**config.mk**
```make
export PLATFORM = sky130hd
export DESIGN_NAME = leaf_stream_buffer_bank_flat
export DESIGN_NICKNAME = d
export VERILOG_FILES = /design/src/rtl/leaf_stream_buffer_bank_if.sv /design/src/rtl/leaf_stream_buffer_bank.sv /design/src/flat_wrapper.sv
export SDC_FILE = /design/constraint.sdc
export NUM_CORES = 1
export LEC_CHECK = 0
export ABC_CLOCK_PERIOD_IN_PS = 5560
export BUFFER_PORTS_ARGS = -buffer_cell sky130_fd_sc_hd__buf_2
export CAP_MARGIN = 30
export CORE_UTILIZATION = 61
export CTS_CLUSTER_DIAMETER = 150
export DETAILED_ROUTE_END_ITERATION = 6
export MAX_ROUTING_LAYER = met4
export PLACE_DENSITY = 0.79
export SLEW_MARGIN = 25
export SYNTH_ARGS = -nofsm -noshare
export SYNTH_HDL_FRONTEND = slang
export SYNTH_SLANG_ARGS = --single-unit
```
**constraint.sdc**
```tcl
create_clock -name clk_user -period 5.56 [get_ports clk_user]
set_clock_uncertainty 0.1 [all_clocks]
set_input_delay 0.834 -clock clk_user [delete_from_list [all_inputs] [get_ports clk_user]]
set_output_delay 0.834 -clock clk_user [all_outputs]
set_load 0.1 [all_outputs]
```
**src/rtl/leaf_stream_buffer_bank_if.sv**
```systemverilog
// Stream bundle between an HLS kernel and leaf_stream_buffer_bank: write side, read side, flush and occupancy.
interface leaf_stream_buffer_bank_if #(
    parameter int unsigned NUM_CH       = 2,
    parameter int unsigned PAYLOAD_BITS = 32,
    parameter int unsigned DEPTH_BITS   = 4
);
    logic [NUM_CH*PAYLOAD_BITS-1:0]   din_user;
    logic [NUM_CH-1:0]                din_vld;
    logic [NUM_CH-1:0]                din_ack;
    logic [NUM_CH*PAYLOAD_BITS-1:0]   dout_user;
    logic [NUM_CH-1:0]                dout_vld;
    logic [NUM_CH-1:0]                dout_ack;
    logic [NUM_CH-1:0]                flush;
    logic [NUM_CH*(DEPTH_BITS+1)-1:0] occupancy;

    modport master (
        output din_user, din_vld, dout_ack, flush,
        input  din_ack, dout_user, dout_vld, occupancy
    );

    modport slave (
        input  din_user, din_vld, dout_ack, flush,
        output din_ack, dout_user, dout_vld, occupancy
    );
endinterface

```
**src/rtl/leaf_stream_buffer_bank.sv**
```systemverilog
// Bank of NUM_CH independent elastic FIFOs with per-channel flush and occupancy.
// Optional per-channel stall/high-water statistics under LEAF_STREAM_BUF_STATS_EN.
module leaf_stream_buffer_bank #(
    parameter int unsigned NUM_CH       = 2,
    parameter int unsigned PAYLOAD_BITS = 32,
    parameter int unsigned DEPTH_BITS   = 4
) (
    input  logic clk_user,
    input  logic reset,
`ifdef LEAF_STREAM_BUF_STATS_EN
    output logic [NUM_CH*16-1:0]             stall_cnt,
    output logic [NUM_CH*(DEPTH_BITS+1)-1:0] high_water,
`endif
    leaf_stream_buffer_bank_if.slave bus
);
    localparam int unsigned DEPTH = 32'd1 << DEPTH_BITS;
    localparam int unsigned CW    = DEPTH_BITS + 1;
    localparam int unsigned PW    = DEPTH_BITS;

    logic [PW-1:0]           wr_ptr_q [NUM_CH];
    logic [PW-1:0]           wr_ptr_d [NUM_CH];
    logic [PW-1:0]           rd_ptr_q [NUM_CH];
    logic [PW-1:0]           rd_ptr_d [NUM_CH];
    logic [CW-1:0]           count_q  [NUM_CH];
    logic [CW-1:0]           count_d  [NUM_CH];
    logic [PAYLOAD_BITS-1:0] mem_q    [NUM_CH][DEPTH];
    logic [NUM_CH-1:0]       full;
    logic [NUM_CH-1:0]       empty;
    logic [NUM_CH-1:0]       push;
    logic [NUM_CH-1:0]       pop;
    logic [NUM_CH-1:0]       wr_en;

    // Per-channel pointer/count update; flush discards any same-cycle push or pop
    always_comb begin
        for (int unsigned c = 0; c < NUM_CH; c++) begin
            full[c]     = (count_q[c] == CW'(DEPTH));
            empty[c]    = (count_q[c] == '0);
            push[c]     = bus.din_vld[c] & ~full[c];
            pop[c]      = bus.dout_ack[c] & ~empty[c];
            wr_en[c]    = push[c] & ~bus.flush[c];
            wr_ptr_d[c] = wr_ptr_q[c];
            rd_ptr_d[c] = rd_ptr_q[c];
            count_d[c]  = count_q[c];
            if (bus.flush[c]) begin
                wr_ptr_d[c] = '0;
                rd_ptr_d[c] = '0;
                count_d[c]  = '0;
            end else begin
                if (push[c]) wr_ptr_d[c] = wr_ptr_q[c] + PW'(1);
                if (pop[c])  rd_ptr_d[c] = rd_ptr_q[c] + PW'(1);
                count_d[c] = count_q[c] + CW'(push[c]) - CW'(pop[c]);
            end
        end
    end

    always_ff @(posedge clk_user) begin
        for (int unsigned c = 0; c < NUM_CH; c++) begin
            if (!reset) begin
                wr_ptr_q[c] <= '0;
                rd_ptr_q[c] <= '0;
                count_q[c]  <= '0;
            end else begin
                wr_ptr_q[c] <= wr_ptr_d[c];
                rd_ptr_q[c] <= rd_ptr_d[c];
                count_q[c]  <= count_d[c];
            end
        end
    end

    // Storage is deliberately left out of reset
    always_ff @(posedge clk_user) begin
        for (int unsigned c = 0; c < NUM_CH; c++) begin
            if (wr_en[c]) mem_q[c][wr_ptr_q[c]] <= bus.din_user[c*PAYLOAD_BITS +: PAYLOAD_BITS];
        end
    end

    // Handshake and head data derive only from registered pointers/counts
    always_comb begin
        bus.din_ack   = ~full;
        bus.dout_vld  = ~empty;
        bus.dout_user = '0;
        bus.occupancy = '0;
        for (int unsigned c = 0; c < NUM_CH; c++) begin
            bus.dout_user[c*PAYLOAD_BITS +: PAYLOAD_BITS] = mem_q[c][rd_ptr_q[c]];
            bus.occupancy[c*CW +: CW]                     = count_q[c];
        end
    end

`ifdef LEAF_STREAM_BUF_STATS_EN
    localparam int unsigned SW = 16;

    logic [SW-1:0] stall_cnt_q  [NUM_CH];
    logic [SW-1:0] stall_cnt_d  [NUM_CH];
    logic [CW-1:0] high_water_q [NUM_CH];
    logic [CW-1:0] high_water_d [NUM_CH];

    // High-water tracks the next count so it moves in step with occupancy
    always_comb begin
        stall_cnt  = '0;
        high_water = '0;
        for (int unsigned c = 0; c < NUM_CH; c++) begin
            stall_cnt_d[c]  = stall_cnt_q[c];
            high_water_d[c] = high_water_q[c];
            if (bus.flush[c]) begin
                stall_cnt_d[c]  = '0;
                high_water_d[c] = '0;
            end else begin
                if (bus.din_vld[c] && full[c] && (stall_cnt_q[c] != '1))
                    stall_cnt_d[c] = stall_cnt_q[c] + SW'(1);
                if (count_d[c] > high_water_q[c])
                    high_water_d[c] = count_d[c];
            end
            stall_cnt[c*SW +: SW]  = stall_cnt_q[c];
            high_water[c*CW +: CW] = high_water_q[c];
        end
    end

    always_ff @(posedge clk_user) begin
        for (int unsigned c = 0; c < NUM_CH; c++) begin
            if (!reset) begin
                stall_cnt_q[c]  <= '0;
                high_water_q[c] <= '0;
            end else begin
                stall_cnt_q[c]  <= stall_cnt_d[c];
                high_water_q[c] <= high_water_d[c];
            end
        end
    end
`endif
endmodule

```
**src/flat_wrapper.sv**
```systemverilog
// flat-port wrapper written by rule: the top's interface ports become plain ports
module leaf_stream_buffer_bank_flat 
#(
    parameter int unsigned NUM_CH       = 2,
    parameter int unsigned PAYLOAD_BITS = 32,
    parameter int unsigned DEPTH_BITS   = 4
)
  (clk_user, reset, bus_din_user, bus_din_vld, bus_dout_ack, bus_flush, bus_din_ack, bus_dout_user, bus_dout_vld, bus_occupancy);
  leaf_stream_buffer_bank_if #(.NUM_CH(NUM_CH), .PAYLOAD_BITS(PAYLOAD_BITS), .DEPTH_BITS(DEPTH_BITS)) bus_i ();
  input  logic clk_user;
  input  logic reset;
  input wire logic [$bits(bus_i.din_user)-1:0] bus_din_user;
  input wire logic [$bits(bus_i.din_vld)-1:0] bus_din_vld;
  input wire logic [$bits(bus_i.dout_ack)-1:0] bus_dout_ack;
  input wire logic [$bits(bus_i.flush)-1:0] bus_flush;
  output wire logic [$bits(bus_i.din_ack)-1:0] bus_din_ack;
  output wire logic [$bits(bus_i.dout_user)-1:0] bus_dout_user;
  output wire logic [$bits(bus_i.dout_vld)-1:0] bus_dout_vld;
  output wire logic [$bits(bus_i.occupancy)-1:0] bus_occupancy;
  assign bus_i.din_user = bus_din_user;
  assign bus_i.din_vld = bus_din_vld;
  assign bus_i.dout_ack = bus_dout_ack;
  assign bus_i.flush = bus_flush;
  assign bus_din_ack = bus_i.din_ack;
  assign bus_dout_user = bus_i.dout_user;
  assign bus_dout_vld = bus_i.dout_vld;
  assign bus_occupancy = bus_i.occupancy;
  leaf_stream_buffer_bank #(.NUM_CH(NUM_CH), .PAYLOAD_BITS(PAYLOAD_BITS), .DEPTH_BITS(DEPTH_BITS)) u_core (.clk_user(clk_user), .reset(reset), .bus(bus_i));
endmodule
```
Word level (Yosys, flattened, before mapping)
Memory sizes are Yosys's and may differ from the RTL's.
Cells that the tools add are included.
- register bits: 0
- RAM bits: 1050
- input bits: 72
- output and inout port bits: 78
- memories kept: 4
- memories (name ; words ; width ; read ports ; clocked after Yosys merged registers in ; write ports ; line ; RTL):
    u_core.mem_q ; 2 ; 512 ; 2 ; 0 ; 2 ; leaf_stream_buffer_bank.sv:26 ; logic [PAYLOAD_BITS-1:0] mem_q [NUM_CH][DEPTH];
    u_core.count_q ; 2 ; 5 ; 2 ; 0 ; 2 ; leaf_stream_buffer_bank.sv:24 ; logic [CW-1:0] count_q [NUM_CH];
    u_core.rd_ptr_q ; 2 ; 4 ; 2 ; 0 ; 2 ; leaf_stream_buffer_bank.sv:22 ; logic [PW-1:0] rd_ptr_q [NUM_CH];
    u_core.wr_ptr_q ; 2 ; 4 ; 2 ; 0 ; 2 ; leaf_stream_buffer_bank.sv:20 ; logic [PW-1:0] wr_ptr_q [NUM_CH];
- add/sub/neg operators: 8
- order comparisons: 6
- equal/unequal tests: 2
- mux-type cells: 32
- bitwise operators: 24
- reductions and logical operators: 4
- operators by type and width (operator ; number):
    512-bit 2-to-1 mux ; 2
    32-bit binary-select mux with 4-bit select ; 2
    32-bit demux with 4-bit select ; 2
    32-bit 2-to-1 mux ; 6
    4-bit 2-to-1 mux ; 12
    5-bit greater-or-equal comparator (second input constant) ; 4
    5-bit 2-to-1 mux ; 4
    4-bit inverter with 5-bit output ; 4
    4-bit by 1-bit adder with 4-bit output (second input constant) ; 4
    5-bit by 1-bit adder with 5-bit output ; 2
    5-bit equality test (second input constant) ; 2
    5-bit logical NOT ; 2
    5-bit by 1-bit < comparator with 1-bit output (second input constant) ; 2
    5-bit by 1-bit subtractor with 5-bit output ; 2
    1-bit AND ; 6
    1-bit inverter ; 6
    1-bit bitwise OR ; 6
    1-bit 2-to-1 mux ; 4
    2-bit inverter ; 2
    1-bit logical AND ; 2

Depth between registers and ports, before layout
- depth after elaboration: 7
- gate-level depth with buffers: 15
- gate-level depth less buffers: 14

Worst setup path after synthesis
Ideal clock, no wire load.
- kind: reg2reg
- start point: mem u_core.count_q[0][2] (netlist bit)
- end point: mem u_core.mem_q[0][384] (netlist bit) (enable)
- library setup time: 0.461 ns
- arrival time: 4.223 ns
- data required time: 4.999 ns
- path slack: 0.776 ns
- cell stages (with the launch flop): 7
- clock period less this slack: 4.784 ns
- path through: dfxtp_1 -> inv_1 -> ha_1 -> and4bb_2 -> nor3_1 -> nand2_1 -> nor3_1
- RTL lines (what ; line):
    start, declared ; leaf_stream_buffer_bank.sv:24
    end, declared ; leaf_stream_buffer_bank.sv:26

==> impl_metrics.json <==
{
  "portBuffers": 149,
  "finalCriticalPeriod_ns": 4.22,
  "firstDrtPassIters": 7,
  "core-area_sq_um": 64600,
  "p_leak_nw": 14.2,
  "cp_slowest_stage_delay_ns": 0.97,
  "insertion_delay_ns": 0.66,
  "die_h_microns": 258,
  "cp-end-kind": "output port",
  "ir_drop_uv": 308,
  "ys_ff_latch": 1050,
  "worstPathCellList": "buf_4 -> mux4_2 -> a22oi_1 -> nand2_1 -> buf_2",
  "fmax_mhz": 237,
  "antenna_left": 0,
  "clockBufferDepth": 3,
  "max_slew_margin": 0.337,
  "gr-total-overflow": 0,
  "drive_gt1_frac": 0.312,
  "place_ws_ns": 2.01,
  "ys_top_cells_by_area": "edfxtp_1, mux4_2, a22oi_1, dfxtp_1, nand2_1",
  "worstPathArrival_ns": 3.28,
  "fin_crit_sh": 0.759,
  "cts_resized": 0,
  "rsz0062_at_grt": "false",
  "syn_avg_cell_area_sq_um": 22.4,
  "path_max_fanout": 64,
  "met1_length_microns": 32000,
  "route.detailed.wl_per_inst_microns": 30.5,
  "ys_types": 33,
  "fin_ws_ns": 1.34,
  "synth-edff-count": 1024,
  "cap_violations": 0,
  "die_w_microns": 258,
  "min_path_type": "input pin to flop",
  "multiInputGateArea_sq_um": 8240,
  "synth_area_leader_cell": "edfxtp_1",
  "via_per_inst": 6.61,
  "hold_viol_final": 0,
  "ctsHoldBuffers": 0,
  "crit_buf_inv": 2,
  "final.fill_count": 3687,
  "post_cts_buffers": 0,
  "synth_ff_type": "edfxtp_1",
  "clock_sinks": 1050,
  "start_util": 0.618,
  "dr_wl_met3_microns": 7490,
  "antenna_found_initial": 10,
  "critPathSlowestCell": "dfxtp_4",
  "tightestPinTransition_ns": 0.995,
  "synthCells": 1782,
  "drt_wl_total_microns": 89900,
  "drc": 0,
  "cp.required_ns": 4.63,
  "final_nets": 2091,
  "track_usage": 0.286,
  "powerDensity_nw_per_um2": 398,
  "crit_type": "flop to output port",
  "synth_nets": 1878,
  "hpwl_microns": 45800,
  "setup_viol": 0,
  "async_flop_share": 0,
  "ys_seq_area_frac": 0.783,
  "yosys_warnings": 0,
  "row_count": 93,
  "io_pins": 150,
  "crit_family": "flip-flops",
  "cts.reportedPaths.clkPinSlew_ns": 0.06,
  "grt_pass1_vias": 20000,
  "dieArea_sq_um": 66500,
  "routed.top_layer": "met4",
  "syn_area_sq_um": 39900,
  "cts_buffers": 101,
  "grt_pass1_wl_microns": 132000,
  "vias": 19500,
  "drt_iter0_markers": 2319,
  "synth.top_cell.area_share": 0.770,
  "gp_congestion": 0.752,
  "slew_violations": 0,
  "wl_met2_microns": 47800,
  "root_buffer": "clkbuf_16",
  "grt_max_degree": 65,
  "cts_max_level": 3,
  "syn_to_final_growth_pct": 13.1,
  "finalSetupTns_ns": 0,
  "start_kind": "flop",
  "tritoncts": "built",
  "seq_area_sq_um": 31300,
  "outcome": "complete, no violations"
}
## layout make-up
| type | count | area share |
|---|---|---|
| Antenna cell | 10 | 0.000554 |
| Clock buffer | 125 | 0.0584 |
| Clock inverter | 60 | 0.0102 |
| Inverter | 27 | 0.00224 |
| Multi-Input combinational cell | 611 | 0.183 |
| Sequential cell | 1050 | 0.693 |
| Tap cell | 855 | 0.0237 |
| Timing Repair Buffer | 204 | 0.0294 |
## per-stage QoR
step | cells | cell area [sq um] | hold slack, ns | power [mW] | utilization
6_report | 2942 | 45200 | 0.379 | 18.0 | 0.699
5_1_grt | 2941 | 45100 | 0.377 | 18.5 | 0.699
4_1_cts | 2932 | 45100 | 0.347 | 18.1 | 0.699
3_5_place_dp | 2747 | 42000 | 0.414 | 11.7 | 0.651
3_3_place_gp | 2741 | 41900 | 0.394 | 11.6 | 0.648
2_1_floorplan | 1782 | 39900 | 0.377 | 11.2 | -
## synthesized netlist by cell type (4+ instances only)
master / n
nand2_1: 78
a22oi_1: 128
dfxtp_1: 26
buf_1: 13
mux4_2: 256
buf_2: 8
edfxtp_1: 1024
a21oi_1: 9
nand2b_1: 4
buf_4: 12
clkbuf_1: 51
nand3_1: 13
nor2_1: 34
ha_1: 22
inv_1: 27
xor2_1: 11
xnor2_1: 6
nor2b_1: 6
nor3_1: 8
and2_1: 18
buf_6: 10
## routing by layer
metal,track usage,up-vias
li1,-,7916
met1,0.354,10200
met2,0.486,1162
met3,0.0448,186
met4,0.0930,0
met5,-,-
## where the power goes
part / switching, mW / internal (mW)
registers: 0.115 / 8.78
logic: 1.81 / 0.833
clock network: 2.88 / 3.57
## logic make-up after synthesis
group / count (synthesis) / synth area share
flip-flops: 1050 / 0.783
multiplexers: 256 / 0.144
AND/OR/NAND/NOR: 173 / 0.0201
AO/OA/AOI/OAI: 141 / 0.0259
buffers and inverters: 121 / 0.0146
adder cells (fa/ha/maj): 24 / 0.00790
XOR/XNOR: 17 / 0.00373
## registers in the layout, indices dropped and copies added, names as in the netlist
signal / cells
u_core.count_q: 10
u_core.mem_q: 1024
u_core.rd_ptr_q: 8
u_core.wr_ptr_q: 8
## path summary, 6_finish.rpt
kind | from | to | slack (ns) | cells past startpoint
setup / recovery | u_core.rd_ptr_q[0][1]$_SDFFE_PP0P_ | bus_dout_user[10] | 1.34 | 5
hold / removal | bus_dout_ack[0] | u_core.rd_ptr_q[0][1]$_SDFFE_PP0P_ | 0.38 | 3
setup reg to reg | u_core.count_q[0][2]$_SDFF_PP0_ | u_core.mem_q[0][270]$_DFFE_PP_ | 2.31 | 7
hold reg to reg | u_core.wr_ptr_q[1][1]$_SDFFE_PP0N_ | u_core.wr_ptr_q[1][1]$_SDFFE_PP0N_ | 0.41 | 2
## cell usage in the layout (no fill, tap or decap), types with 9 or more instances in the layout
master,Yosys,final
clkinv_2,0,24
diode_2,0,10
ha_1,22,22
nor2_1,34,20
xor2_1,11,11
edfxtp_1,1024,1024
a22oi_1,128,128
dfxtp_1,26,22
clkbuf_1,51,23
buf_2,8,149
clkbuf_16,0,102
nor2_4,0,14
nand2_1,78,78
inv_1,27,27
buf_4,12,45
a21oi_1,9,9
and2_2,0,17
nand3_1,13,13
clkinv_1,0,20
mux4_2,256,256
## worst min-delay path, stage by stage
cell	delay, ns
buf_2	0.12
nand3_1	0.08
a21oi_1	0.05
Note: power is estimated with default switching activity, not from simulation.
